`src/rtl/button_debouncer_pkg.sv`:
```
// Shared definitions for the push-button debouncer.
//
// Holds the per-channel FSM state encoding and the default debounce
// length (10 ms at an 80 MHz clock). Imported by debounce_ch and
// button_debouncer.
package button_debouncer_pkg;

  typedef enum logic [1:0] {
    RELEASED     = 2'd0,
    PRESS_WAIT   = 2'd1,
    PRESSED      = 2'd2,
    RELEASE_WAIT = 2'd3
  } dbc_state_e;

  localparam int DEBOUNCE_CYCLES_DEFAULT = 800000;

endpackage : button_debouncer_pkg

```
`src/rtl/debounce_ch.sv`:
```
// One debounced push-button channel.
//
// Two-flop synchroniser for the asynchronous pin, polarity fold so that
// s = 1 means "pressed", then a four-state FSM with a stability counter.
// A change of s relative to the accepted level is taken only after it has
// held for DEBOUNCE_CYCLES consecutive clk edges; the accepted level and
// the single-cycle rise/fall pulses are registered.
//
// Ports:
//   clk        system clock
//   rst_n      asynchronous active-low reset
//   btn_raw    raw asynchronous pin
//   btn_level  debounced level, 1 = pressed
//   btn_rise   one-cycle pulse when a press is accepted
//   btn_fall   one-cycle pulse when a release is accepted
module debounce_ch
  import button_debouncer_pkg::*;
#(
  parameter int DEBOUNCE_CYCLES = DEBOUNCE_CYCLES_DEFAULT,
  parameter bit ACTIVE_LOW      = 1'b1
) (
  input  logic clk,
  input  logic rst_n,
  input  logic btn_raw,
  output logic btn_level,
  output logic btn_rise,
  output logic btn_fall
);

  localparam int               CNT_W     = $clog2(DEBOUNCE_CYCLES) + 1;
  localparam logic [CNT_W-1:0] CNT_LAST  = CNT_W'(DEBOUNCE_CYCLES - 1);
  localparam logic [CNT_W-1:0] CNT_ONE   = CNT_W'(1);
  // Pin level when the button is not pressed.
  localparam logic             SYNC_IDLE = ACTIVE_LOW;

  logic             sync_p0;
  logic             sync_p1;
  logic             s;
  logic             cnt_done;
  dbc_state_e       state_q;
  dbc_state_e       state_d;
  logic [CNT_W-1:0] cnt_q;
  logic [CNT_W-1:0] cnt_d;
  logic             level_d;
  logic             rise_d;
  logic             fall_d;

  // ---- stage p0/p1: synchroniser, back-to-back flops ----
  always_ff @(posedge clk or negedge rst_n) begin
    if (!rst_n) begin
      sync_p0 <= SYNC_IDLE;
      sync_p1 <= SYNC_IDLE;
    end else begin
      sync_p0 <= btn_raw;
      sync_p1 <= sync_p0;
    end
  end

  assign s        = ACTIVE_LOW ? ~sync_p1 : sync_p1;
  assign cnt_done = (cnt_q == CNT_LAST);

  // ---- stage p2: FSM state, counter and registered outputs ----
  always_ff @(posedge clk or negedge rst_n) begin
    if (!rst_n) begin
      state_q   <= RELEASED;
      cnt_q     <= '0;
      btn_level <= 1'b0;
      btn_rise  <= 1'b0;
      btn_fall  <= 1'b0;
    end else begin
      state_q   <= state_d;
      cnt_q     <= cnt_d;
      btn_level <= level_d;
      btn_rise  <= rise_d;
      btn_fall  <= fall_d;
    end
  end

  // Next state. The counter restarts at 1 on entering a WAIT state because
  // the entry edge is itself the first stable sample.
  always_comb begin
    state_d = state_q;
    cnt_d   = cnt_q;
    case (state_q)
      RELEASED: begin
        if (s) begin
          state_d = PRESS_WAIT;
          cnt_d   = CNT_ONE;
        end
      end
      PRESS_WAIT: begin
        if (!s) begin
          state_d = RELEASED;
          cnt_d   = '0;
        end else if (cnt_done) begin
          state_d = PRESSED;
          cnt_d   = '0;
        end else begin
          cnt_d = cnt_q + CNT_ONE;
        end
      end
      PRESSED: begin
        if (!s) begin
          state_d = RELEASE_WAIT;
          cnt_d   = CNT_ONE;
        end
      end
      RELEASE_WAIT: begin
        if (s) begin
          state_d = PRESSED;
          cnt_d   = '0;
        end else if (cnt_done) begin
          state_d = RELEASED;
          cnt_d   = '0;
        end else begin
          cnt_d = cnt_q + CNT_ONE;
        end
      end
      default: begin
        state_d = RELEASED;
        cnt_d   = '0;
      end
    endcase
  end

  // Outputs: pulses fire on the completing edge of a WAIT state, which is
  // also the edge on which the level flips.
  always_comb begin
    rise_d  = (state_q == PRESS_WAIT)   &&  s && cnt_done;
    fall_d  = (state_q == RELEASE_WAIT) && !s && cnt_done;
    level_d = btn_level;
    if (rise_d) begin
      level_d = 1'b1;
    end else if (fall_d) begin
      level_d = 1'b0;
    end
  end

endmodule : debounce_ch

```
`src/rtl/button_debouncer.sv`:
```
// Multi-channel push-button debouncer.
//
// Conditions the raw board button pins before they reach the gates block.
// Each channel is an independent debounce_ch; this module only replicates
// it and bundles the per-channel signals onto vector ports.
//
// Ports:
//   clk        system clock (80 MHz)
//   rst_n      asynchronous active-low reset
//   btn_raw    raw asynchronous button pins [NUM_CH]
//   btn_level  debounced levels, 1 = pressed [NUM_CH]
//   btn_rise   one-cycle accepted-press pulses [NUM_CH]
//   btn_fall   one-cycle accepted-release pulses [NUM_CH]
module button_debouncer
  import button_debouncer_pkg::*;
#(
  parameter int NUM_CH          = 2,
  parameter int DEBOUNCE_CYCLES = DEBOUNCE_CYCLES_DEFAULT,
  parameter bit ACTIVE_LOW      = 1'b1
) (
  input  logic              clk,
  input  logic              rst_n,
  input  logic [NUM_CH-1:0] btn_raw,
  output logic [NUM_CH-1:0] btn_level,
  output logic [NUM_CH-1:0] btn_rise,
  output logic [NUM_CH-1:0] btn_fall
);

  for (genvar i = 0; i < NUM_CH; i++) begin : g_ch
    debounce_ch #(
      .DEBOUNCE_CYCLES (DEBOUNCE_CYCLES),
      .ACTIVE_LOW      (ACTIVE_LOW)
    ) u_ch (
      .clk       (clk),
      .rst_n     (rst_n),
      .btn_raw   (btn_raw[i]),
      .btn_level (btn_level[i]),
      .btn_rise  (btn_rise[i]),
      .btn_fall  (btn_fall[i])
    );
  end

endmodule : button_debouncer

```
`config.mk`:
```
export PLATFORM = sky130hd
export DESIGN_NAME = button_debouncer
export DESIGN_NICKNAME = d
export VERILOG_FILES = /design/src/rtl/button_debouncer_pkg.sv /design/src/rtl/debounce_ch.sv /design/src/rtl/button_debouncer.sv
export SDC_FILE = /design/constraint.sdc
export NUM_CORES = 1
export LEC_CHECK = 0
export CAP_MARGIN = 10
export CORE_ASPECT_RATIO = 0.8
export CORE_MARGIN = 5
export CORE_UTILIZATION = 50
export CTS_CLUSTER_DIAMETER = 200
export DETAILED_ROUTE_END_ITERATION = 8
export DONT_BUFFER_PORTS = 1
export GPL_TIMING_DRIVEN = 0
export PLACE_DENSITY = 0.65
export SYNTH_ARGS = -nofsm -noshare
export SYNTH_HDL_FRONTEND = slang
export SYNTH_SLANG_ARGS = --single-unit
```
`constraint.sdc`:
```
create_clock -name clk -period 2.5 [get_ports clk]
set_input_delay 0.25 -clock clk [delete_from_list [all_inputs] [get_ports clk]]
set_output_delay 0.25 -clock clk [all_outputs]
set_load 0.005 [all_outputs]
```
==> metrics.txt <==
# TYPE chip_impl_metric gauge
chip_impl_info{name="cts_tree",value="built"} 1
chip_impl_metric{name="share_of_final_layout_standard_cells_stronger_than_drive_strength_1",unit="%"} 13.7
chip_impl_metric{name="worstMarginPinSlew",unit="ns"} 0.748
chip_impl_metric{name="finalClockSkew",unit="ns"} 0.00862
chip_impl_info{name="timing.hold.worst.class",value="flip-flop to flip-flop"} 1
chip_impl_metric{name="num_rows",unit=""} 25
chip_impl_metric{name="nNetsFinal",unit=""} 318
chip_impl_metric{name="postPlaceCellArea",unit="sq mm"} 0.00304
chip_impl_metric{name="path_clk_slew",unit="ns"} 0.10
chip_impl_metric{name="post-route-min-period",unit="ns"} 2.13
chip_impl_metric{name="worst-r2r-cell-count",unit=""} 6
chip_impl_metric{name="critical_path.max_fanout",unit=""} 7
chip_impl_metric{name="global_route.overflow_total",unit=""} 0
chip_impl_metric{name="power.static_leakage",unit="uW"} 0.00131
chip_impl_metric{name="synth.ff_latch_count",unit=""} 56
chip_impl_metric{name="ctsLongestPathBuffers",unit=""} 2
chip_impl_metric{name="grt_pass1_wl",unit="um"} 9750
chip_impl_metric{name="timing.critical_path.arrival",unit="ns"} 2.36
chip_impl_metric{name="timing.final.crit_share",unit="%"} 85.0
chip_impl_metric{name="synth.net_count",unit=""} 307
chip_impl_info{name="crit_path_end_kind",value="flip-flop"} 1
chip_impl_info{name="rsz0062_at_grt",value="false"} 1
chip_impl_metric{name="grt_max_degree",unit=""} 57
chip_impl_metric{name="estimated_wirelength_of_the_detail_placed_design",unit="um"} 3800
chip_impl_metric{name="synth.avg_cell_area",unit="sq um"} 9.77
chip_impl_metric{name="yosys.cell_types.count",unit=""} 56
chip_impl_metric{name="required",unit="ns"} 2.73
chip_impl_metric{name="dr_total_vias",unit=""} 2266
chip_impl_metric{name="synth.yosys.seq_area_share",unit="%"} 47.8
chip_impl_metric{name="postSynthCellCount",unit=""} 301
chip_impl_metric{name="detail_route.first_pass.iterations",unit=""} 5
chip_impl_metric{name="post_drt_wl_per_cell",unit="um"} 14.4
chip_impl_metric{name="antenna_found_initial",unit=""} 0
chip_impl_metric{name="synthesis.area",unit="sq mm"} 0.00294
chip_impl_metric{name="powerDensity",unit="mW/mm^2"} 535
chip_impl_info{name="setup.worst_path.class",value="flip-flop to flip-flop"} 1
chip_impl_metric{name="detail_route.drc_violations",unit=""} 0
chip_impl_metric{name="drt-initial-drc-count",unit=""} 121
chip_impl_info{name="clock-root-buffer",value="sky130_fd_sc_hd__clkbuf_8"} 1
chip_impl_info{name="critical_path.startpoint_type",value="flip-flop"} 1
chip_impl_metric{name="cts_resized",unit=""} 0
chip_impl_info{name="hold_ep",value="g_ch[1].u_ch.sync_p1$_DFF_PN1_"} 1
chip_impl_metric{name="area_delta_synth_final",unit="%"} 9.06
chip_impl_metric{name="die_ht",unit="um"} 78.6
chip_impl_metric{name="timing.max_cap.violations",unit=""} 0
chip_impl_info{name="timing.rr.start",value="g_ch[1].u_ch.cnt_q[0]$_DFFE_PN0P_"} 1
chip_impl_metric{name="die_area",unit="sq mm"} 0.00753
chip_impl_metric{name="slew_viol_final",unit=""} 0
chip_impl_info{name="run_status",value="finished clean"} 1
chip_impl_metric{name="insertedDiodeCount",unit=""} 0
chip_impl_metric{name="reg2reg_slack",unit="ns"} 0.37
chip_impl_metric{name="htree_num_levels",unit=""} 2
chip_impl_metric{name="clock_insertion_delay_worst_skew",unit="ns"} 0.31
chip_impl_metric{name="hold_ws",unit="ns"} 0.363
chip_impl_metric{name="final_design_area_no_fill",unit="sq mm"} 0.00321
chip_impl_metric{name="area_of_the_core_region",unit="sq mm"} 0.00582
chip_impl_metric{name="ys.warnings.count",unit=""} 0
chip_impl_info{name="holdCritStartpoint",value="g_ch[1].u_ch.sync_p0$_DFF_PN1_"} 1
chip_impl_metric{name="max_clock_freq",unit="GHz"} 0.471
chip_impl_info{name="regToRegEndpoint",value="g_ch[1].u_ch.cnt_q[16]$_DFFE_PN0P_"} 1
chip_impl_metric{name="floorplan.initialDensity",unit="%"} 50.6
chip_impl_metric{name="placed_cells_incl_taps",unit=""} 382
chip_impl_metric{name="boundaryPins",unit=""} 10
chip_impl_metric{name="worst_hold_path.num_cells",unit=""} 0
chip_impl_metric{name="vdd.ir_drop.worst",unit="mV"} 0.270
chip_impl_metric{name="global_route.usage.total",unit="%"} 16.4
chip_impl_metric{name="fin_tns_setup",unit="ns"} 0
chip_impl_metric{name="viasPerCell",unit=""} 5.75
chip_impl_metric{name="grt_pass1_vias",unit=""} 2026
chip_impl_metric{name="cts_sinks",unit=""} 56
chip_impl_metric{name="cts_buffers",unit=""} 5
chip_impl_metric{name="die-width",unit="um"} 95.8
chip_impl_metric{name="maxSlewHeadroom",unit="%"} 49.9
chip_impl_metric{name="gp_congestion",unit=""} 0.822
chip_impl_metric{name="report.final.hold_viol_count",unit=""} 0
chip_impl_metric{name="fin_util",unit="%"} 55.1
chip_impl_metric{name="timing.final.setup_violations",unit=""} 0
chip_impl_metric{name="port_buffers",unit=""} 0
chip_impl_metric{name="post_layout_nonfiller_instances",unit=""} 394
chip_impl_metric{name="drt.antenna.violating_nets",unit=""} 0
chip_impl_metric{name="postRouteWirelength",unit="um"} 5680
## layout by cell type (no fill, tap or decap), types with 10 or more instances in the layout
master | netlist | routed
sky130_fd_sc_hd__xor2_1 | 12 | 12
sky130_fd_sc_hd__inv_1 | 10 | 10
sky130_fd_sc_hd__nand3_1 | 23 | 23
sky130_fd_sc_hd__nand2_1 | 30 | 30
sky130_fd_sc_hd__dfrtp_1 | 52 | 52
sky130_fd_sc_hd__a21oi_1 | 16 | 16
sky130_fd_sc_hd__nand4_1 | 10 | 10
sky130_fd_sc_hd__a31oi_1 | 13 | 13
sky130_fd_sc_hd__nor2_1 | 30 | 30
sky130_fd_sc_hd__o21ai_0 | 16 | 16
## registers in the layout, summed over array words and instances, names as in the netlist, named ones only
| name | cells |
|---|---|
| g_ch.u_ch.state_q | 2 |
| g_ch.u_ch.sync_p0 | 2 |
| g_ch.u_ch.sync_p1 | 2 |
| g_ch.u_ch.btn_fall | 2 |
| g_ch.u_ch.btn_level | 2 |
| g_ch.u_ch.cnt_q | 42 |
| g_ch.u_ch.btn_rise | 2 |
## cell usage after synthesis, drive strengths merged
cell / instances / share of area [%]
nor2: 30 / 3.8
a21oi: 17 / 3.3
dfrtp: 52 / 44
a21boi: 2 / 0.89
o2bb2ai: 1 / 0.30
o21a: 2 / 0.51
or3: 3 / 0.64
clkbuf: 3 / 0.38
a2111oi: 2 / 1.9
nor4b: 1 / 0.30
or4: 2 / 0.77
o22ai: 2 / 0.43
a211o: 1 / 0.30
nand2: 31 / 4.0
a221o: 1 / 0.34
o31ai: 1 / 0.26
o211ai: 1 / 0.26
and2: 3 / 0.64
o21ai: 17 / 2.9
nand3: 25 / 4.8
buf: 13 / 2.9
inv: 10 / 1.3
dfstp: 4 / 3.6
nor3: 8 / 2.1
nor4: 4 / 1.8
or4b: 1 / 0.34
a22o: 2 / 0.60
a21o: 2 / 0.77
nand4: 10 / 2.1
and3: 3 / 0.64
a31oi: 13 / 2.8
a2bb2oi: 1 / 0.30
or2: 2 / 0.43
and4: 1 / 0.30
nand3b: 2 / 0.51
ha: 2 / 0.85
xnor2: 3 / 0.89
nor3b: 2 / 0.51
a41oi: 5 / 1.5
xor2: 12 / 3.6
mux2i: 2 / 0.68
o41ai: 1 / 0.30
a32oi: 1 / 0.30
## how the worst max path moves through the flow
stage	startpoint	endpoint	slack, ns	depth (start not counted)
after floorplan	g_ch[0].u_ch.cnt_q[0]$_DFFE_PN0P_	g_ch[0].u_ch.cnt_q[0]$_DFFE_PN0P_	0.68	6
after global placement	g_ch[1].u_ch.cnt_q[0]$_DFFE_PN0P_	g_ch[1].u_ch.cnt_q[16]$_DFFE_PN0P_	0.47	6
after detailed placement	g_ch[1].u_ch.cnt_q[0]$_DFFE_PN0P_	g_ch[1].u_ch.cnt_q[16]$_DFFE_PN0P_	0.42	6
final	g_ch[1].u_ch.cnt_q[0]$_DFFE_PN0P_	g_ch[1].u_ch.cnt_q[16]$_DFFE_PN0P_	0.37	6
after CTS	g_ch[1].u_ch.cnt_q[0]$_DFFE_PN0P_	g_ch[1].u_ch.cnt_q[16]$_DFFE_PN0P_	0.38	6
after global routing	g_ch[1].u_ch.cnt_q[0]$_DFFE_PN0P_	g_ch[1].u_ch.cnt_q[16]$_DFFE_PN0P_	0.16	6
## power breakdown
part           switching, uW  internal [uW]
clock network            287            298
logic                    103           57.3
registers               32.4            939
total                    422           1290
## layer usage
layer	up-vias	part of all wire, %	GRT usage (%)
li1	1111	-	-
met1	1107	51	25.8
met2	44	43	23.0
met3	4	4.6	3.16
met4	0	0.74	3.84
met5	-	0	0
## critical path: stages, from the launching register on
cell,delay (ns)
sky130_fd_sc_hd__dfrtp_1,0.47
sky130_fd_sc_hd__ha_1,0.32
sky130_fd_sc_hd__inv_1,0.10
sky130_fd_sc_hd__nor3_2,0.41
sky130_fd_sc_hd__nor3b_1,0.44
sky130_fd_sc_hd__a41oi_1,0.17
sky130_fd_sc_hd__a31oi_1,0.15
## area by class of cell
cell class | instances | area, sq um
Fill cell | 528 | 2610
Sequential cell | 56 | 1410
Multi-Input combinational cell | 219 | 1400
Tap cell | 81 | 101
Buffer | 16 | 97.6
Clock buffer | 6 | 72.6
Timing Repair Buffer | 4 | 57.6
Inverter | 10 | 37.5
Clock inverter | 2 | 35.0
## kinds of logic after synthesis
logic type / count (synthesis) / synth area share, %
flops: 56 / 47.8
simple gates: 128 / 23.8
buf+inv: 26 / 4.59
xor+xnor: 15 / 4.47
compound gates: 72 / 17.8
mux: 2 / 0.681
fa+ha+maj: 2 / 0.851
## per-stage QoR
| step | setup WS (ns) | total power, uW |
|---|---|---|
| 2_1_floorplan | 0.675 | 1090 |
| 5_1_grt | 0.160 | 1810 |
| 4_1_cts | 0.379 | 1740 |
| 3_5_place_dp | 0.419 | 1120 |
| 3_3_place_gp | 0.472 | 1120 |
| 6_report | 0.375 | 1720 |
## timing repair
action                    4_1_cts  5_1_grt
hold buffers                    4        0
hold endpoints to repair       58        0
setup buffers                   0        0
Note: power is estimated with default switching activity, not from simulation.
==> RTL edit 1 (same flow settings) <==
Re-encode `dbc_state_e` (4 states) as one-hot, 4 bits wide.
--- a/src/rtl/button_debouncer_pkg.sv
+++ b/src/rtl/button_debouncer_pkg.sv
@@ -6,9 +6,9 @@
 package button_debouncer_pkg;
 
-  typedef enum logic [1:0] {
-    RELEASED     = 2'd0,
-    PRESS_WAIT   = 2'd1,
-    PRESSED      = 2'd2,
-    RELEASE_WAIT = 2'd3
+  typedef enum logic [3:0] {
+    RELEASED     = 4'b0001,
+    PRESS_WAIT   = 4'b0010,
+    PRESSED      = 4'b0100,
+    RELEASE_WAIT = 4'b1000
   } dbc_state_e;
 
Check against the original RTL: same outputs for any inputs over 10 cycles, from zero or initial values and one cycle with rst_n low; not proved beyond that.
==> RTL edit 1 against the unedited design <==
  * Die area increased by 13%
  * Sequential cell count rose by 4
  * First-iteration DRC count is 62% higher
  * Highest routed layer unchanged
  * Critical path type unchanged
  * Hold slack got worse by 0.0035 ns
  * Clock skew is 0.00062 ns lower
  * Total power increased by 24%
  * Routed wire length grew 23%
  * Setup slack lost 0.17 ns
  * Via count increased by 17%
  * Design area grew 16%
  * Critical path depth stayed put
  * Sequential power up 6%
  * Largest cell class is now multi-input combinational cells
  * Synthesized area increased by 14%
  * Clock power up 39%
==> RTL edit 1: results <==
# TYPE chip_impl_metric gauge
chip_impl_info{name="status",value="finished, final reports clean"} 1
chip_impl_metric{name="fin_hold_ws",unit="ns"} 0.359
chip_impl_info{name="critical_path.slowest_cell",value="nor4_4"} 1
chip_impl_metric{name="syn-num-nets",unit=""} 360
chip_impl_metric{name="dr.first_iter.drc_count",unit=""} 196
chip_impl_metric{name="critPathMaxStageDelay",unit="ns"} 0.49
chip_impl_metric{name="final.setup_skew",unit="ns"} 0.00800
chip_impl_metric{name="timing.reg2reg.setup_slack",unit="ns"} 0.21
chip_impl_metric{name="synth.yosys.seq_area_share",unit=""} 0.448
chip_impl_metric{name="clk_pin_slew_worst_paths",unit="ns"} 0.07
chip_impl_info{name="setup.worst_path.start",value="g_ch[0].u_ch.cnt_q[0]"} 1
chip_impl_info{name="setup.worst_path.end",value="g_ch[0].u_ch.btn_level"} 1
chip_impl_metric{name="htreeDepth",unit=""} 3
chip_impl_metric{name="grt_start_max_net_pins",unit=""} 61
chip_impl_metric{name="avgRoutedWirePerCell",unit="um"} 15.2
chip_impl_metric{name="ir_drop",unit="mV"} 0.283
chip_impl_metric{name="place.gp.congestion",unit=""} 0.827
chip_impl_metric{name="critical_path_peak_fanout",unit=""} 6
chip_impl_metric{name="max_slew_margin",unit=""} 0.544
chip_impl_metric{name="cp.arrival",unit="ns"} 2.49
chip_impl_metric{name="viasPerCell",unit=""} 5.79
chip_impl_metric{name="fmax",unit="MHz"} 436
chip_impl_metric{name="fillers",unit=""} 565
chip_impl_metric{name="via_count_of_the_first_global_routing_pass",unit=""} 2629
chip_impl_metric{name="detailedPlace.worstSlack",unit="ns"} 0.223
chip_impl_metric{name="grt.total_usage",unit=""} 0.178
chip_impl_metric{name="clkLatencyLatePin",unit="ns"} 0.34
chip_impl_info{name="netlist_top_cells_area",value="dfrtp_1, dfstp_2, nor2_1, a21oi_1, xor2_1"} 1
chip_impl_metric{name="lkg_pwr",unit="nW"} 1.51
chip_impl_metric{name="global_route_wire_length_before_repair",unit="um"} 12200
==> RTL edit 1: cell types whose count changed after synthesis, moves of 4 or more <==
cell	before	now
nand2b_1	0	12
nand2_1	30	20
nand3_1	23	16
buf_4	6	10
nor4_1	1	10
a21oi_1	16	22
xnor2_1	3	7
nor2b_1	0	6
==> RTL edit 1: layout make-up <==
cell class                      count  area share
Clock inverter                      5     0.00976
Multi-Input combinational cell    263       0.454
Tap cell                           84      0.0283
Sequential cell                    60       0.406
Buffer                             24      0.0387
Timing Repair Buffer                4      0.0155
Inverter                            7     0.00707
Clock buffer                       11      0.0407
==> RTL edit 1: power by group <==
group | internal [mW] | switching [mW] | total [mW]
clock | 0.413 | 0.400 | 0.813
sequential | 1.01 | 0.0211 | 1.03
combinational | 0.102 | 0.180 | 0.282
==> RTL edit 1: cells by family after synthesis <==
family / after synthesis / synth area share
XOR/XNOR: 18 / 0.0468
multiplexers: 2 / 0.00595
adder cells (fa/ha/maj): 2 / 0.00743
AO/OA/AOI/OAI: 78 / 0.149
flip-flops: 60 / 0.448
buffers and inverters: 31 / 0.0505
AND/OR/NAND/NOR: 163 / 0.292
==> RTL edit 1: worst register-to-register path, cell delays in order (launching register included) <==
cell and delay (ns):
dfrtp_1 0.40, ha_1 0.34, nand2_1 0.21, nor4_4 0.49
nand2_1 0.17, nor4_1 0.37, o221ai_1 0.19
==> RTL edit 1: metal layers <==
metal	vias up	wire length [um]	global-route usage
met3	7	245	0.0511
li1	1313	-	-
met5	-	0	0
met1	1293	3590	0.255
met2	39	3070	0.254
met4	0	68	0.0616
==> RTL edit 1: per-stage QoR <==
stage,total power [mW],instances
floorplan,1.24,354
global placement,1.29,438
finish,2.12,458
CTS,2.15,458
global route,2.23,458
detailed placement,1.30,438
==> RTL edit 2 (same flow settings) <==
Without the edit above. `ACTIVE_LOW` is set to 1'b1 in 2 places; all go to 1'b0.
--- a/src/rtl/debounce_ch.sv
+++ b/src/rtl/debounce_ch.sv
@@ -18,5 +18,5 @@
 #(
   parameter int DEBOUNCE_CYCLES = DEBOUNCE_CYCLES_DEFAULT,
-  parameter bit ACTIVE_LOW      = 1'b1
+  parameter bit ACTIVE_LOW      = 1'b0
 ) (
   input  logic clk,
--- a/src/rtl/button_debouncer.sv
+++ b/src/rtl/button_debouncer.sv
@@ -17,5 +17,5 @@
   parameter int NUM_CH          = 2,
   parameter int DEBOUNCE_CYCLES = DEBOUNCE_CYCLES_DEFAULT,
-  parameter bit ACTIVE_LOW      = 1'b1
+  parameter bit ACTIVE_LOW      = 1'b0
 ) (
   input  logic              clk,
Check against the original RTL: same outputs for any inputs over 10 cycles, from zero or initial values and one cycle with rst_n low; that may be too few to reach the edited logic, so the function may still have changed.
==> RTL edit 2 against the unedited design <==
  * Total power is 7.7% higher
  * Count of clock-buffer cells in the layout is 1 higher
  * Non-clock buffer count is 2 higher
  * Clock power is 8.6% lower
  * Synthesized area is 1.6% lower
  * Routed wire length is 8.4% higher
  * Core utilization is 2.1 points higher
  * Sequential cell count stayed put
  * Via count is 4.0% higher
  * Design area is 1.4% lower
  * Setup slack worse by 0.16 ns
  * Critical path type unchanged
==> RTL edit 2: results <==
# TYPE chip_impl_metric gauge
chip_impl_info{name="status",value="finished, final reports clean"} 1
chip_impl_metric{name="synth.yosys.seq_area_share",unit=""} 0.484
chip_impl_metric{name="final_cell_area_excluding_filler_cells",unit="um2"} 3160
chip_impl_metric{name="area_share_clock_buf_inv",unit=""} 0.0304
chip_impl_metric{name="critical_path_peak_fanout",unit=""} 10
chip_impl_metric{name="total_net_switching_power",unit="mW"} 0.547
chip_impl_metric{name="share_of_cell_area_taken_by_multi_input_logic_gates",unit=""} 0.441
chip_impl_info{name="synthTopCellsByCount",value="dfrtp_1, nand2_1, nor2_1"} 1
chip_impl_metric{name="wl_met3",unit="um"} 248
chip_impl_metric{name="fmax",unit="MHz"} 437
chip_impl_metric{name="post_route_cells_drive_above_1_share",unit=""} 0.105
chip_impl_metric{name="timing.reg2reg.setup_slack",unit="ns"} 0.21
chip_impl_metric{name="postRouteWirelength",unit="um"} 6160
chip_impl_metric{name="global_route.usage.met3",unit=""} 0.0354
chip_impl_metric{name="reg2regPathDepth",unit=""} 8
chip_impl_metric{name="fin_hold_ws",unit="ns"} 0.373
chip_impl_metric{name="dr.pass1.iters",unit=""} 4
chip_impl_metric{name="global_route_wire_length_before_repair",unit="um"} 10700
chip_impl_metric{name="syn_area_per_cell",unit="um2"} 9.22
chip_impl_metric{name="viasPerCell",unit=""} 5.85
chip_impl_metric{name="placed_cell_count",unit=""} 392
chip_impl_metric{name="syn-num-nets",unit=""} 320
chip_impl_metric{name="wl_met2",unit="um"} 2530
chip_impl_metric{name="lkg_pwr",unit="nW"} 1.32
chip_impl_metric{name="non_clock_buffer_contribution_to_total_cell_area",unit=""} 0.0502
chip_impl_info{name="worst_hold_startpoint",value="g_ch[0].u_ch.sync_p0"} 1
chip_impl_metric{name="critPathMaxStageDelay",unit="ns"} 0.43
chip_impl_metric{name="grt.total_usage",unit=""} 0.177
chip_impl_metric{name="final.setup_skew",unit="ns"} 0.00486
chip_impl_info{name="netlist_top_cells_area",value="dfrtp_1, nand2_1, a31oi_1, nor2_1, a21oi_1"} 1
chip_impl_metric{name="fp-row-count",unit=""} 24
chip_impl_metric{name="routedLengthMet1",unit="um"} 3350
chip_impl_metric{name="max_slew_margin",unit=""} 0.426
chip_impl_metric{name="place.gp.congestion",unit=""} 0.817
chip_impl_metric{name="seq_area_frac",unit=""} 0.443
chip_impl_metric{name="nClkBuffers",unit=""} 7
[RTL edit 2: cell types whose count changed after synthesis, moves of 5 or more]
cell	before	now
nand2b_1	0	5
a31oi_1	13	20
and3_1	3	10
inv_1	10	4
nand2_1	30	35
[RTL edit 2: kinds of logic (layout without fill, tap and decap cells)]
family / Yosys count / count (layout) / synth area share
compound gates: 71 / 71 / 0.154
xor+xnor: 13 / 13 / 0.0393
fa+ha+maj: 2 / 2 / 0.00865
buf+inv: 22 / 33 / 0.0402
flops: 56 / 56 / 0.484
mux: 2 / 2 / 0.00735
simple gates: 148 / 148 / 0.266
[RTL edit 2: power by group through the flow]
stage | registers (mW) | logic, mW | clock network, mW
3_3_place_gp | 1.01 | 0.274 | 0
2_1_floorplan | 1.00 | 0.214 | 0
4_1_cts | 0.997 | 0.311 | 0.549
6_report | 0.999 | 0.314 | 0.534
3_5_place_dp | 1.01 | 0.284 | 0
5_1_grt | 1.01 | 0.355 | 0.580
